$ cat src/rtl/pulse_identifier.sv
// pulse_identifier
// Pairs two consecutive decoded sweeps that share a polynomial into a
// (pulse_id_0, pulse_id_1, polynomial) record, holds it with data_availible
// until the downstream transmitter acknowledges, and counts discarded sweeps.
module pulse_identifier #(
  parameter int unsigned WIDTH          = 17,
  parameter int unsigned TIMEOUT_CYCLES = 120000,
  parameter int unsigned CNT_W          = 17
) (
  input  logic             clk_12MHz,
  input  logic             reset,
  input  logic             sweep_valid,
  input  logic [WIDTH-1:0] sweep_offset,
  input  logic [WIDTH-1:0] sweep_poly,
  input  logic             reset_pulse_identifier,
  output logic             data_availible,
  output logic [WIDTH-1:0] pulse_id_0,
  output logic [WIDTH-1:0] pulse_id_1,
  output logic [WIDTH-1:0] polynomial,
  output logic [7:0]       dropped_count
);

  typedef enum logic [1:0] {
    S_IDLE,
    S_WAIT_SECOND,
    S_FULL
  } state_t;

  state_t           r_state;
  logic [CNT_W-1:0] r_timer;
  logic             r_avail;
  logic [WIDTH-1:0] r_id0;
  logic [WIDTH-1:0] r_id1;
  logic [WIDTH-1:0] r_poly;
  logic [7:0]       r_dropped;

  logic w_timeout;
  logic w_poly_match;
  logic w_drop;

  assign w_timeout    = (r_timer == CNT_W'(TIMEOUT_CYCLES - 1));
  assign w_poly_match = (sweep_poly == r_poly);

  // A sweep is lost when it arrives while a record is held, when it displaces
  // an unmatched first sweep, or when the first sweep ages out unpaired.
  always_comb begin
    w_drop = 1'b0;
    case (r_state)
      S_WAIT_SECOND: w_drop = sweep_valid ? !w_poly_match : w_timeout;
      S_FULL:        w_drop = sweep_valid;
      default:       w_drop = 1'b0;
    endcase
  end

  // Pairing state machine with registered record outputs.
  always_ff @(posedge clk_12MHz or posedge reset) begin
    if (reset) begin
      r_state <= S_IDLE;
      r_timer <= '0;
      r_avail <= 1'b0;
      r_id0   <= '0;
      r_id1   <= '0;
      r_poly  <= '0;
    end else begin
      case (r_state)
        S_IDLE: begin
          if (sweep_valid) begin
            r_id0   <= sweep_offset;
            r_poly  <= sweep_poly;
            r_timer <= '0;
            r_state <= S_WAIT_SECOND;
          end
        end
        S_WAIT_SECOND: begin
          // An arriving sweep takes priority over the timeout in the same cycle.
          if (sweep_valid) begin
            if (w_poly_match) begin
              r_id1   <= sweep_offset;
              r_avail <= 1'b1;
              r_state <= S_FULL;
            end else begin
              r_id0   <= sweep_offset;
              r_poly  <= sweep_poly;
              r_timer <= '0;
            end
          end else if (w_timeout) begin
            r_state <= S_IDLE;
          end else begin
            r_timer <= r_timer + CNT_W'(1);
          end
        end
        S_FULL: begin
          if (reset_pulse_identifier) begin
            r_avail <= 1'b0;
            r_id0   <= '0;
            r_id1   <= '0;
            r_poly  <= '0;
            r_state <= S_IDLE;
          end
        end
        default: r_state <= S_IDLE;
      endcase
    end
  end

  // Saturating count of discarded sweeps; only reset clears it.
  always_ff @(posedge clk_12MHz or posedge reset) begin
    if (reset) begin
      r_dropped <= '0;
    end else if (w_drop && (r_dropped != 8'hFF)) begin
      r_dropped <= r_dropped + 8'd1;
    end
  end

  assign data_availible = r_avail;
  assign pulse_id_0     = r_id0;
  assign pulse_id_1     = r_id1;
  assign polynomial     = r_poly;
  assign dropped_count  = r_dropped;

endmodule

$ cat config.mk
export PLATFORM = sky130hd
export DESIGN_NAME = pulse_identifier
export DESIGN_NICKNAME = d
export VERILOG_FILES = /design/src/rtl/pulse_identifier.sv
export SDC_FILE = /design/constraint.sdc
export NUM_CORES = 1
export LEC_CHECK = 0
export CORE_MARGIN = 8
export CORE_UTILIZATION = 37
export DETAILED_ROUTE_END_ITERATION = 12
export PLACE_DENSITY = 0.64
export SETUP_SLACK_MARGIN = 0.15
export SYNTH_ARGS = -nofsm -noshare
export SYNTH_HDL_FRONTEND = slang
export SYNTH_SLANG_ARGS = --single-unit
$ cat constraint.sdc
create_clock -name clk_12MHz -period 2.3 [get_ports clk_12MHz]
set_clock_uncertainty 0.05 [all_clocks]
set_input_delay 0.345 -clock clk_12MHz [delete_from_list [all_inputs] [get_ports clk_12MHz]]
set_output_delay 0.345 -clock clk_12MHz [all_outputs]
set_load 0.05 [all_outputs]
### After elaboration in Yosys (flattened, before gate mapping)

Index checks and enable logic that the tools add are counted.

* word-level logic and storage cells: 62
* bits in registers: 79
* output and inout port bits: 60
* bits of input ports: 38

* multiplexer cells: 29
* reductions and logical operators: 10
* eq/ne operators: 14
* add/subtract/negate cells: 2

Operators with widths (count)
* $mux 17: 13
* $pmux 17 s3: 2
* $pmux 17 s2: 2
* $add 17x1->17 const B: 1
* $eq 17x17->1: 1
* $eq 17x17->1 const B: 1
* $ne 3x3->1 const B: 4
* $reduce_and 4->1: 3
* $mux 2: 5
* $ne 2x2->1 const B: 5
* $add 8x1->8 const B: 1
* $ne 8x8->1 const B: 1
* $pmux 2 s3: 1
* $reduce_and 5->1: 1
* $mux 1: 4
* $pmux 1 s2: 2
* $reduce_bool 2->1: 2
* $reduce_bool 3->1: 1
* $eq 2x1->1 const B: 1
* $eq 2x2->1 const B: 1
* $logic_not 2->1: 1
* $logic_and 1x1->1: 1
* $logic_not 1->1: 1

### Logic depth before layout (Yosys ltp)

Gate-level depths: netlist of the first run.

* depth in word-level cells: 5
* depth in mapped cells: 10
* mapped depth without buffers: 9

### Worst setup path after synthesis of the first run

No wires, ideal clock.

* path type: flip-flop to flip-flop
* from: register r_poly[13], in the netlist polynomial[13]
* to: register r_id1[5], in the netlist pulse_id_1[5]
* data arrival time: 2110 ps
* stages on the path, launching flop included: 11
* buffers on the path: 3
* slack: 7 ps
* data required time: 2117 ps
* period minus slack after synthesis: 2293 ps
* setup time: 133 ps
* cells stage by stage: dfrtp_1 xnor2_1 nand4_1 nor3_2 and2_1 buf_6 nand2_1 a221o_1 buf_6 buf_6 o2bb2ai_1

* longest elaborated chain between the ends: 3

Ends and longest elaborated chain
* from (decl): RTL line 34 `logic [WIDTH-1:0] r_poly;`
* from (signal assigned): RTL line 69 `r_poly <= sweep_poly;`
* from (signal assigned): RTL line 83 `r_poly <= sweep_poly;`
* $eq 17x17->1: RTL line 42 `assign w_poly_match = (sweep_poly == r_poly);`
* $ne 2x2->1 (no source line)
* $reduce_and 4->1 (no source line)
* to (signal assigned): RTL line 78 `r_id1 <= sweep_offset;`
* to (decl): RTL line 33 `logic [WIDTH-1:0] r_id1;`

Every way passes these cells.
A chain may end at the register's enable or synchronous reset.

### Worst setup path after layout of the first run

* from: input sweep_poly[14]
* to: register r_id1[8], in the netlist pulse_id_1[8]

* longest elaborated chain between the ends: 3

Ends and longest elaborated chain
* from (decl): RTL line 14 `input logic [WIDTH-1:0] sweep_poly,`
* $eq 17x17->1: RTL line 42
* $ne 2x2->1 (no source line)
* $reduce_and 4->1 (no source line)

Every way passes these cells.

==> out/qor.txt, run 1 <==
===========================================================================
Result of the run                                              finished, final reports clean
Global-route wire length before repair                             15.59 mm
Top FF cell, synth                                             sky130_fd_sc_hd__dfrtp_1
Measured slew at the worst slew-check pin                         0.5667 ns
Aggregate global-route resource usage                                14.33%
Maximum buffer depth of the clock tree                                    2
Finished Cell Area                                                 5314 µm²
Final Worst Setup Slack                                           0.2029 ns
Proportion of layout cells with a drive suffix above 1               16.37%
Standard cell area after detailed placement                        4987 µm²
Critical path class                                            primary input to flip-flop
Max-slew violation total from the final report                            0
Remaining design rule violation count                                     0
Length of the first detailed-routing pass in iterations                   4
Core box area                                                      9819 µm²
Post-layout minimum cycle time                                     2.097 ns
Share of the core filled with cells                                  54.12%
DR iter-0 viols                                                         181
Leakage power of the design                                        2.291 nW
Number of buffers created by CTS                                          9
Worst min-delay path class                                     primary input to async pin
Reg-to-reg slack, setup                                             0.21 ns
Post-route ant nets                                                       0
Post-synthesis instance total                                           384
Period utilization                                                   91.18%
Relative slew margins                                                62.10%
Post-synthesis async set-or-reset flop share                         100.0%
RePlAce Congestion                                                   0.7904
Avg WL per Cell                                                    15.25 µm
Total negative slack for setup checks                                  0 ns
Synthesized cell area                                              3756 µm²
Synthesized flop and latch total                                         79
Root Buffer                                                    sky130_fd_sc_hd__clkbuf_8
Number of maximum-capacitance constraint violations                       0
Synth cell types                                                         41
Endpoint kind of the worst setup timing path                      flip-flop
Antenna Cells                                                             0
Final HPWL DP                                                      7.023 mm
Final Hold Violating Endpoints                                            0
Area of the die                                                   13630 µm²
Number of endpoints failing setup at the final stage                      0
WP data required                                                    2.47 ns
Critical path data arrival time                                     2.27 ns
Number of flops mapped to enable cells by yosys                           0
Register-to-Register Path Depth                                           8
Number of primary I/O pins                                               98
Ranking of synthesized cells by area                           sky130_fd_sc_hd__dfrtp_1, sky130_fd_sc_hd__nand2_1, sky130_fd_sc_hd__o21ai_0, sky130_fd_sc_hd__xnor2_1, sky130_fd_sc_hd__o2bb2ai_1
Row count                                                                36
Post-synth top cells                                           sky130_fd_sc_hd__nand2_1, sky130_fd_sc_hd__dfrtp_1, sky130_fd_sc_hd__o21ai_0, sky130_fd_sc_hd__nor2_1, sky130_fd_sc_hd__xnor2_1
Horizontal die dimension                                           116.8 µm
Number of sinks handled by clock tree synthesis                          79
Power density cells                                             1044 nW/µm²
DR vias/cell                                                          4.926
Vias after detailed routing                                            3123
Die height                                                         116.8 µm
Grt total ovfl                                                            0
# port buffers                                                           97
Critical path fanouts, max                                               17
Clock transition at the registers of the reported paths             0.08 ns
Worst flop-to-flop path startpoint                               r_timer[0]
Dpl ws                                                           -0.2760 ns
Total number of nets in the final design                                539
Effective utilization at floorplan                                   38.25%
Reg2reg end                                                     r_timer[16]
Maximum number of pins on one net before global-route repair             47
Area added between synthesis and finish                              41.47%
CTS Hold Bufs                                                             0
Maximum vdd ir drop                                               0.4320 mV
Upper clock frequency limit                                       476.8 MHz
Later-pin clock latency in the skew report                          0.35 ns
Initial antenna violation count                                           0
Fillcell total                                                          917
Area leader, netlist                                           sky130_fd_sc_hd__dfrtp_1
Post-Synthesis Mean Instance Area                                 9.782 µm²
Setup repair after global routing missed its margin                     yes
Synthesized netlist net count                                           427
Post-synthesis sequential area ratio                                 52.63%
Startpoint kind of the worst setup timing path                 primary input
Most frequent cell after synthesis                             sky130_fd_sc_hd__nand2_1
Share of Yosys cell area claimed by the top area cell type           52.63%
H-tree depth                                                              3
Number of global-route vias before repair                              3061
Yosys warning count                                                       0
Clock tree from TritonCTS                                             built
Aggregate routed wire length                                       9.666 mm
===========================================================================
metrics by stage:
step                      hold slack (ns)  std cells  power [mW]
after CTS                          0.1761        631       5.512
after global routing               0.1849        634       5.864
after floorplan                    0.4012        384       3.589
final                              0.1893        634       5.547
after global placement             0.4103        615       4.443
after detailed placement           0.4194        615       4.485
logic make-up (layout without fill, tap and decap cells):
kind of cell / Yosys count / in the layout / share of synthesized area (%)
XOR/XNOR: 32 / 32 / 7.462
multiplexers: 2 / 2 / 0.5996
buffers and inverters: 26 / 143 / 4.230
AO/OA/AOI/OAI: 81 / 81 / 13.79
flip-flops: 79 / 79 / 52.63
adder cells (fa/ha/maj): 5 / 5 / 1.666
AND/OR/NAND/NOR: 159 / 159 / 19.62
critical path, stage by stage:
cell and delay, ns:
sky130_fd_sc_hd__clkdlybuf4s50_1 0.49, sky130_fd_sc_hd__xnor2_1 0.13, sky130_fd_sc_hd__nand4_1 0.15, sky130_fd_sc_hd__nor3_2 0.27, sky130_fd_sc_hd__and2_4 0.19, sky130_fd_sc_hd__nand2_1 0.07
sky130_fd_sc_hd__a221o_1 0.33, sky130_fd_sc_hd__buf_12 0.16, sky130_fd_sc_hd__o2bb2ai_1 0.12
timing repair:
action	4_1_cts	5_1_grt
gates resized for setup	2	26
setup endpoints to repair	8	66
setup buffers	0	2
pin swaps	0	5
cloned	0	1
layer usage:
layer,routed length [µm],global-route usage [%],vias to the layer above
met5,0,0,-
met4,52,4.608,0
met3,565,3.102,4
met2,4676,23.40,80
met1,4372,18.49,1502
li1,-,-,1537
report_power, final:
part | switching, mW | internal, mW | leakage [nW] | total, mW
clock network | 0.505 | 0.505 | 0.0899 | 1.01
registers | 0.251 | 1.70 | 1.02 | 1.95
logic | 1.64 | 0.942 | 1.18 | 2.58
registers in the layout, summed over array words and instances (netlist names):
register / flops
data_availible: 1
dropped_count: 8
polynomial: 17
pulse_id_0: 17
pulse_id_1: 17
r_state: 2
r_timer: 17
how the worst max path moves through the flow:
stage	from	to	slack (ns)	cells past startpoint
floorplan	polynomial[9]	pulse_id_1[5]	0.17	10
global placement	sweep_poly[5]	dropped_count[6]	-0.22	9
detailed placement	sweep_poly[8]	dropped_count[1]	-0.28	9
CTS	polynomial[8]	dropped_count[1]	0.14	8
global route	r_state[1]	pulse_id_0[3]	0.10	7
finish	sweep_poly[14]	pulse_id_1[8]	0.20	9
cells in the final DEF, fill, tap and decap left out, types with 9 or more instances in the layout:
cell type,count
sky130_fd_sc_hd__nand2_1,85
sky130_fd_sc_hd__dfrtp_2,18
sky130_fd_sc_hd__nand3_1,9
sky130_fd_sc_hd__o21ai_0,44
sky130_fd_sc_hd__clkdlybuf4s50_1,95
sky130_fd_sc_hd__xnor2_1,18
sky130_fd_sc_hd__o2bb2ai_1,16
sky130_fd_sc_hd__clkbuf_8,9
sky130_fd_sc_hd__xor2_1,12
sky130_fd_sc_hd__dfrtp_1,61
sky130_fd_sc_hd__nand4_1,9
sky130_fd_sc_hd__nor2_1,20
sky130_fd_sc_hd__buf_4,16
area by class of cell:
class                   count  area, µm²  area share, %
clock buffers              11      131.4          2.472
clock inverters             5      58.81          1.107
inverters                   7      30.03         0.5651
multi-input cells         279       1704          32.07
flip-flops and latches     79       1999          37.63
well taps                 133      166.4          3.132
repair buffers            120       1224          23.03
(Power assumes the default switching activity.)
==> inputs of run 2 (changes only) <==
--- a/config.mk
+++ b/config.mk
@@ -8,8 +8,9 @@
 export CORE_MARGIN = 8
 export CORE_UTILIZATION = 37
 export DETAILED_ROUTE_END_ITERATION = 12
-export PLACE_DENSITY = 0.64
+export PLACE_DENSITY_LB_ADDON = 0.15
 export SETUP_SLACK_MARGIN = 0.15
+export SKIP_CTS_REPAIR_TIMING = 1
 export SYNTH_ARGS = -nofsm -noshare
 export SYNTH_HDL_FRONTEND = slang
 export SYNTH_SLANG_ARGS = --single-unit
==> out/qor.txt, run 2 (synthesis gave the netlist of run 1 again) <==
===========================================================================
Setup repair after global routing missed its margin                     yes
# port buffers                                                           97
Worst setup path startpoint                                    sweep_poly[8]
Total number of nets in the final design                                541
Die height                                                         116.8 µm
Worst min-delay path class                                     primary input to flip-flop
Aggregate global-route resource usage                                14.55%
Clock tree from TritonCTS                                             built
Critical path data arrival time                                     2.29 ns
Fillcell total                                                          920
Number of buffers created by CTS                                          9
Share of total power consumed by net switching                       44.60%
Number of global-route vias before repair                              3066
DR vias/cell                                                          4.920
Core box area                                                      9819 µm²
Effective utilization at floorplan                                   38.25%
Critical path fanouts, max                                               17
H-tree depth                                                              3
WP data required                                                    2.49 ns
Horizontal die dimension                                           116.8 µm
Aggregate routed wire length                                       9.757 mm
Grt total ovfl                                                            0
Slowest cell on the critical path                              sky130_fd_sc_hd__clkdlybuf4s50_1
Clock transition at the registers of the reported paths             0.09 ns
Upper clock frequency limit                                       475.9 MHz
Share of the core filled with cells                                  54.19%
Reg-to-reg slack, setup                                             0.20 ns
Result of the run                                              finished, final reports clean
Remaining design rule violation count                                     0
Area added between synthesis and finish                              41.67%
Internal Pwr Total                                                 3.040 mW
Startpoint kind of the worst setup timing path                 primary input
Initial antenna violation count                                           0
Critical Path Max Stage Delay                                       0.50 ns
Combinational share of power                                          46.8%
Total negative slack for setup checks                                  0 ns
Area of the die                                                   13630 µm²
Post-route ant nets                                                       0
Leading cell type in the layout, fill and taps excluded        sky130_fd_sc_hd__clkdlybuf4s50_1
Seq pwr share                                                         35.7%
Number of endpoints failing setup at the final stage                      0
Post-layout minimum cycle time                                     2.101 ns
Worst path cell trace                                          clkdlybuf4s50_1 -> xnor2_1 -> nand3_1 -> nor3_2 -> and2_4 -> nand2_1 -> a221o_1 -> buf_12 -> o2bb2ai_1
Later-pin clock latency in the skew report                          0.35 ns
Maximum vdd ir drop                                               0.5184 mV
Final Hold Violating Endpoints                                            0
Vias after detailed routing                                            3129
Cell family with the largest share of critical-path delay      buffers and inverters
Antenna Cells                                                             0
Number of sinks handled by clock tree synthesis                          79
Length of the first detailed-routing pass in iterations                   6
Global-route wire length before repair                             15.64 mm
Power density cells                                             1031 nW/µm²
Leakage power of the design                                        2.336 nW
Measured slew at the worst slew-check pin                         0.5470 ns
Row count                                                                36
Clock Power Share                                                     17.5%
Maximum buffer depth of the clock tree                                    2
RePlAce Congestion                                                   0.8102
Number of maximum-capacitance constraint violations                       0
Min-Delay Startpoint                                           sweep_poly[13]
Maximum number of pins on one net before global-route repair             80
Final HPWL DP                                                      6.914 mm
Max-slew violation total from the final report                            0
Critical path class                                            primary input to flip-flop
Relative slew margins                                                63.42%
DR iter-0 viols                                                         182
Period utilization                                                   91.36%
Critical path buffer and inverter count                                   2
Most used cells in the layout excluding fill and tap cells     sky130_fd_sc_hd__clkdlybuf4s50_1, sky130_fd_sc_hd__nand2_1, sky130_fd_sc_hd__dfrtp_1, sky130_fd_sc_hd__o21ai_0, sky130_fd_sc_hd__buf_4
Number of primary I/O pins                                               98
Endpoint kind of the worst setup timing path                      flip-flop
Root Buffer                                                    sky130_fd_sc_hd__clkbuf_8
Worst flop-to-flop path startpoint                               r_timer[0]
Power dissipated by switching net loads                            2.447 mW
Proportion of layout cells with a drive suffix above 1               17.50%
Avg WL per Cell                                                    15.34 µm
===========================================================================
==> run 2: area by class of cell <==
cell class              count  area [µm²]  share of cell area (%)
well taps                 133       166.4                   3.127
clock inverters             7       55.05                   1.035
multi-input cells         279        1727                   32.45
inverters                   7       30.03                  0.5643
flip-flops and latches     79        1998                   37.55
clock buffers               9       123.9                   2.328
repair buffers            122        1221                   22.95
==> run 2: through the flow <==
step	cells	area (µm²)	hold WS, ns	power (mW)	setup WS (ns)
4_1_cts	630	5159	0.4135	5.459	0.02366
2_1_floorplan	384	3781	0.4012	3.589	0.1746
5_1_grt	636	5321	0.2671	5.814	0.07869
6_report	636	5321	0.2557	5.486	0.1986
3_3_place_gp	614	4980	0.4147	4.454	-0.1714
3_5_place_dp	614	4980	0.4223	4.489	-0.2101
==> run 2: power by group through the flow <==
stage                     clock (mW)  combinational [mW]  sequential, mW
after floorplan                    0               0.671            2.92
after global placement             0                2.49            1.96
after detailed placement           0                2.51            1.98
after CTS                      0.993                2.52            1.95
after global routing            1.05                2.75            2.01
final                          0.958                2.57            1.96
==> run 2: worst paths after layout <==
check | cells past startpoint | end
worst max-delay path | 9 | pulse_id_1[2]
worst min-delay path | 3 | polynomial[13]
worst max register to register | 8 | dropped_count[1]
worst min register to register | 1 | pulse_id_1[5]
max in group asynchronous | 3 | polynomial[11]
min in group asynchronous | 3 | dropped_count[5]
==> run 2: layer usage <==
layer  routed length [µm]  track usage, %
met3                  662           3.775
met2                 4484           22.60
met5                    0               0
met4                  142           5.546
met1                 4467           19.00
==> run 2: worst reg2reg max path, stage by stage (launching register included) <==
cell	delay [ns]
sky130_fd_sc_hd__dfrtp_1	0.38
sky130_fd_sc_hd__ha_1	0.20
sky130_fd_sc_hd__and3_2	0.25
sky130_fd_sc_hd__nand3_2	0.12
sky130_fd_sc_hd__nor2_2	0.16
sky130_fd_sc_hd__a22oi_1	0.10
sky130_fd_sc_hd__o21a_4	0.17
sky130_fd_sc_hd__nor3b_2	0.21
sky130_fd_sc_hd__mux2_2	0.35
==> RTL edit 1, RTL diff (config.mk and constraints of run 2) <==
The 3 states of `state_t` get a one-hot encoding in 3 bits.
--- a/src/rtl/pulse_identifier.sv
+++ b/src/rtl/pulse_identifier.sv
@@ -20,10 +20,10 @@
   output logic [7:0]       dropped_count
 );
 
-  typedef enum logic [1:0] {
-    S_IDLE,
-    S_WAIT_SECOND,
-    S_FULL
+  typedef enum logic [2:0] {
+    S_IDLE        = 3'b001,
+    S_WAIT_SECOND = 3'b010,
+    S_FULL        = 3'b100
   } state_t;
 
   state_t           r_state;
Function: no difference found for any inputs over 4 cycles, from zero or initial values and one cycle with reset high; so few cycles prove little.
==> RTL edit 1 against run 2 <==
Sequential power up 5%; die area is 0.80% lower; routed wire length up 1.6%; hold slack worse by 2.2 ps; fmax fell by 2.2%; combinational power grew 11%; sequential cell count grew 1; power increased by 8.8%; final area grew 0.87%; area after synthesis shrank 0.93%; worst setup slack worse by 46 ps; count of clock-buffer cells in the layout up 5; critical endpoint is now dropped_count[5]; largest cell class unchanged; largest power group unchanged.
==> RTL edit 1: results (changes against run 2) <==
cts:
  clk-insertion-delay-late_ps: 350  # about the same
  clock_path_buffers: 2  # unchanged
  cts_max_level: 3  # unchanged
  clkTransAtPathRegs_ps: 80
  cts_buffers: 9  # unchanged
  cts-root-buf: "clkbuf_8"  # unchanged
routing:
  dr.first_iter.drc_count: 102  # was 182
  drtPass1Iterations: 4  # was 6
  route.met2.wl_um: 4670  # was 4480 µm
  wl_um: 9910  # was 9760 µm
  drt-vias-per-instance: 4.91  # was 4.92
  met3WireLength_um: 746  # was 662 µm
  wl_met1_um: 4380  # was 4470 µm
  dr.max_layer_used: "met4"  # unchanged
power_and_ir_drop:
  leakage_nw: 2.32  # was 2.34 nW
  vdd_ir_drop_max_v: 0.000968  # was 0.000518 V
worst_setup_path:
  slowest_delay_ps: 520  # was 500 ps
  startpoint: "r_timer[1]"  # was sweep_poly[8]
  rr_worst_depth: 7  # was 8
  crit_fanout: 5  # was 17
  cpMaxStageDelayCell: "or4b_4"  # was clkdlybuf4s50_1
place:
  port_buffers: 97  # unchanged
  dp_hpwl_um: 7210  # was 6910 µm
  gp_congestion: 0.738  # was 0.810
  post_dp_cell_area_um2: 5100  # was 4980 µm²
synth:
  syn_nets: 404  # was 427
  netlist_top_cells_count: "dfrtp_1, nand2_1, o21ai_0"  # was nand2_1, dfrtp_1, o21ai_0
  seq_area_frac_synth_pct: 53.8  # was 52.6%
  synth.area.top_cells: "dfrtp_1, a22o_1, nand2_1, o21ai_0, xnor2_1"  # was dfrtp_1, nand2_1, o21ai_0, xnor2_1, o2bb2ai_1
  synthDistinctLibCells: 42  # was 41
  async_flop_share_pct: 100  # unchanged
  synth_edf_count: 0  # unchanged
  ys_warn_count: 0  # unchanged
  synth-main-ff-cell: "dfrtp_1"  # unchanged
grt:
  grt_usage_pct: 15.3  # was 14.5%
  use_met3_pct: 6.36  # was 3.77%
  use_met2_pct: 23.6  # was 22.6%
  grt_pass1_vias: 3231  # was 3,066
  grt_pass1_wl_um: 16100  # was 15,600 µm
  gr-usage-met1_pct: 18.8  # was 19.0%
  antenna_found_initial: 0  # unchanged
  grt_max_degree: 69  # was 80
sta:
  worstMarginPinSlew_ps: 555  # was 547 ps
  drv_slew: 0  # unchanged
min_path:
  min_path_type: "input port to asynchronous set/reset pin"  # was input port to register
run_status:
  run_status: "finished, final reports clean"  # unchanged
flow_run:
  maxCapViolCount: 0  # unchanged
layout:
  final_nets: 535  # was 541
  drive_gt1_share_pct: 16.2  # was 17.5%
  n_antenna_cell: 0  # unchanged
RTL edit 1: final cells by class:
class,instances,area (µm²)
fillers,870,4410
flip-flops and latches,80,2020
multi-input cells,260,1660
repair buffers,135,1280
well taps,133,166
clock buffers,14,163
clock inverters,2,37.5
inverters,9,37.5
RTL edit 1: metrics by stage:
| step | hold WS (ps) | setup slack, ps | cells |
|---|---|---|---|
| after floorplan | 406 | 154 | 364 |
| after global placement | 420 | -109 | 612 |
| after detailed placement | 419 | -160 | 612 |
| after CTS | 243 | 72.8 | 628 |
| after global routing | 269 | 63.8 | 633 |
| final | 253 | 152 | 633 |
RTL edit 1: logic make-up after synthesis:
group | synth area share [%]
and+or+nand+nor | 18.9
AOI/OAI and AO/OA | 15.4
DFF | 53.8
xor gates and xnor gates | 7.53
buffers and inverters | 2.82
muxes | 0.874
adders and majority gates | 0.672
RTL edit 1: final timing paths:
kind,slack [ps],to
worst max register to register,150,dropped_count[5]
min in group clk_12MHz,440,data_availible
worst max-delay path,150,dropped_count[5]
max in group asynchronous,1260,r_state[0]
worst min-delay path,250,polynomial[9]
worst min register to register,440,data_availible
RTL edit 1: critical path, delay by kind of cell, from the launching register on:
| kind | cells | cell delay [ps] |
|---|---|---|
| AND/OR/NAND/NOR | 4 | 980 |
| adder cells (fa/ha/maj) | 1 | 200 |
| flip-flops | 1 | 410 |
| AO/OA/AOI/OAI | 1 | 260 |
| XOR/XNOR | 1 | 130 |
RTL edit 1: power breakdown:
part	internal, mW	switching [mW]	leakage (nW)
Combinational	1.05	1.80	1.19
Sequential	1.77	0.287	1.03
Clock	0.564	0.503	0.0969
==> RTL edit 2, RTL diff (config.mk and constraints of run 2) <==
Without the edit above. `WIDTH`: 17 -> 13.
--- a/src/rtl/pulse_identifier.sv
+++ b/src/rtl/pulse_identifier.sv
@@ -3,7 +3,7 @@
 // (pulse_id_0, pulse_id_1, polynomial) record, holds it with data_availible
 // until the downstream transmitter acknowledges, and counts discarded sweeps.
 module pulse_identifier #(
-  parameter int unsigned WIDTH          = 17,
+  parameter int unsigned WIDTH          = 13,
   parameter int unsigned TIMEOUT_CYCLES = 120000,
   parameter int unsigned CNT_W          = 17
 ) (
Interface: changed (5 resized); port bits go from 98 to 78. No check against the original RTL was run, so the function may have changed too.
==> RTL edit 2 against run 2 <==
The flow now finishes with violations (negative setup slack); sequential cell count down 12; power is 0.99% lower; combinational power is 2% higher; area after synthesis decreased by 9.0%; non-clock buffer count down 9; worst setup slack worse by 220 ps; global-route usage fell by 1.0 points; final area fell by 6.6%; routed wire length decreased by 10%.
==> RTL edit 2: results (changes against run 2) <==
power_and_ir_drop:
  leakage_nw: 2.15  # was 2.34 nW
  power.share.switching_pct: 41.8  # was 44.6%
  vdd_ir_drop_max_v: 0.000663  # was 0.000518 V
  powerComb_mw: 2.61  # was 2.57 mW
worst_setup_path:
  cpMaxStageDelayCell: "or4b_4"  # was clkdlybuf4s50_1
  crit_fanout: 5  # was 17
  arrival_ps: 2500  # was 2290 ps
min_path:
  min_path_type: "input port to asynchronous set/reset pin"  # was input port to register
routing:
  drtPass1Iterations: 4  # was 6
  dr.first_iter.drc_count: 58  # was 182
  route.met2.wl_um: 4280  # was 4480 µm
  drt-vias-per-instance: 4.94  # was 4.92
  wl_um: 8740  # was 9760 µm
  met3WireLength_um: 591  # was 662 µm
place:
  post_dp_cell_area_um2: 4490  # was 4980 µm²
  gp_congestion: 0.765  # was 0.810
grt:
  use_met3_pct: 6.39  # was 3.77%
  grt_pass1_wl_um: 13900  # was 15,600 µm
  use_met2_pct: 22.6  # about the same
  grt_max_degree: 28  # was 80
  grt_usage_pct: 13.5  # was 14.5%
run_status:
  run_status: "finished, violations left"  # was finished, final reports clean
  failed_checks: "negative setup slack"
synth:
  netlist_top_cells_count: "dfrtp_1, nand2_1, o21ai_0"  # was nand2_1, dfrtp_1, o21ai_0
sta:
  setup_tns_ps: -175  # was 0 ps
  fin_ws_ps: -24.2  # was 199 ps
  setup_viol: 10  # was 0
layout:
  final_nets: 470  # was 541
  fillerInstances: 829  # was 920
[RTL edit 2: cell count changes in the layout (fill, tap and decap cells not counted), sizes merged, moves of 8 or more]
cell / run 2 / this run
nor2b: 4 / 15
o21ai: 50 / 27
o2bb2ai: 17 / 0
nand2b: 3 / 15
clkdlybuf4s50: 92 / 73
buf: 25 / 33
nand2: 85 / 33
dfrtp: 79 / 67
mux2: 2 / 25
[RTL edit 2: area by class of cell]
type                    count  share of cell area, %
clock inverters             6                   1.76
inverters                   9                  0.680
clock buffers              10                   2.77
well taps                 111                   2.79
repair buffers            113                   23.4
multi-input cells         235                   34.5
flip-flops and latches     67                   34.0
[RTL edit 2: through the flow]
stage	hold WS [ps]	std cells	power [mW]	worst slack, ps
2_1_floorplan	425	326	3.27	-5.83
3_5_place_dp	438	524	4.16	-409
3_3_place_gp	431	524	4.14	-363
6_report	269	551	5.43	-24.2
5_1_grt	279	551	5.70	-72.3
4_1_cts	274	540	5.28	-51.4
[RTL edit 2: cell families after synthesis]
logic type | after synthesis | synth area share (%)
DFF | 67 | 49.0
and+or+nand+nor | 123 | 19.3
xor gates and xnor gates | 30 | 7.69
AOI/OAI and AO/OA | 52 | 9.59
muxes | 25 | 9.00
adders and majority gates | 5 | 1.83
buffers and inverters | 24 | 3.51
[RTL edit 2: worst paths after layout]
| kind | slack [ps] | startpoint | end | cells after the start |
|---|---|---|---|---|
| min | 270 | reset | r_state[1] | 2 |
| min reg2reg | 440 | dropped_count[5] | dropped_count[5] | 1 |
| min in group clk_12MHz | 290 | sweep_poly[3] | polynomial[3] | 3 |
| max | -20 | polynomial[12] | pulse_id_1[4] | 8 |
| max reg2reg | -20 | polynomial[12] | pulse_id_1[4] | 8 |
| max in group asynchronous | 1420 | reset | pulse_id_0[1] | 3 |
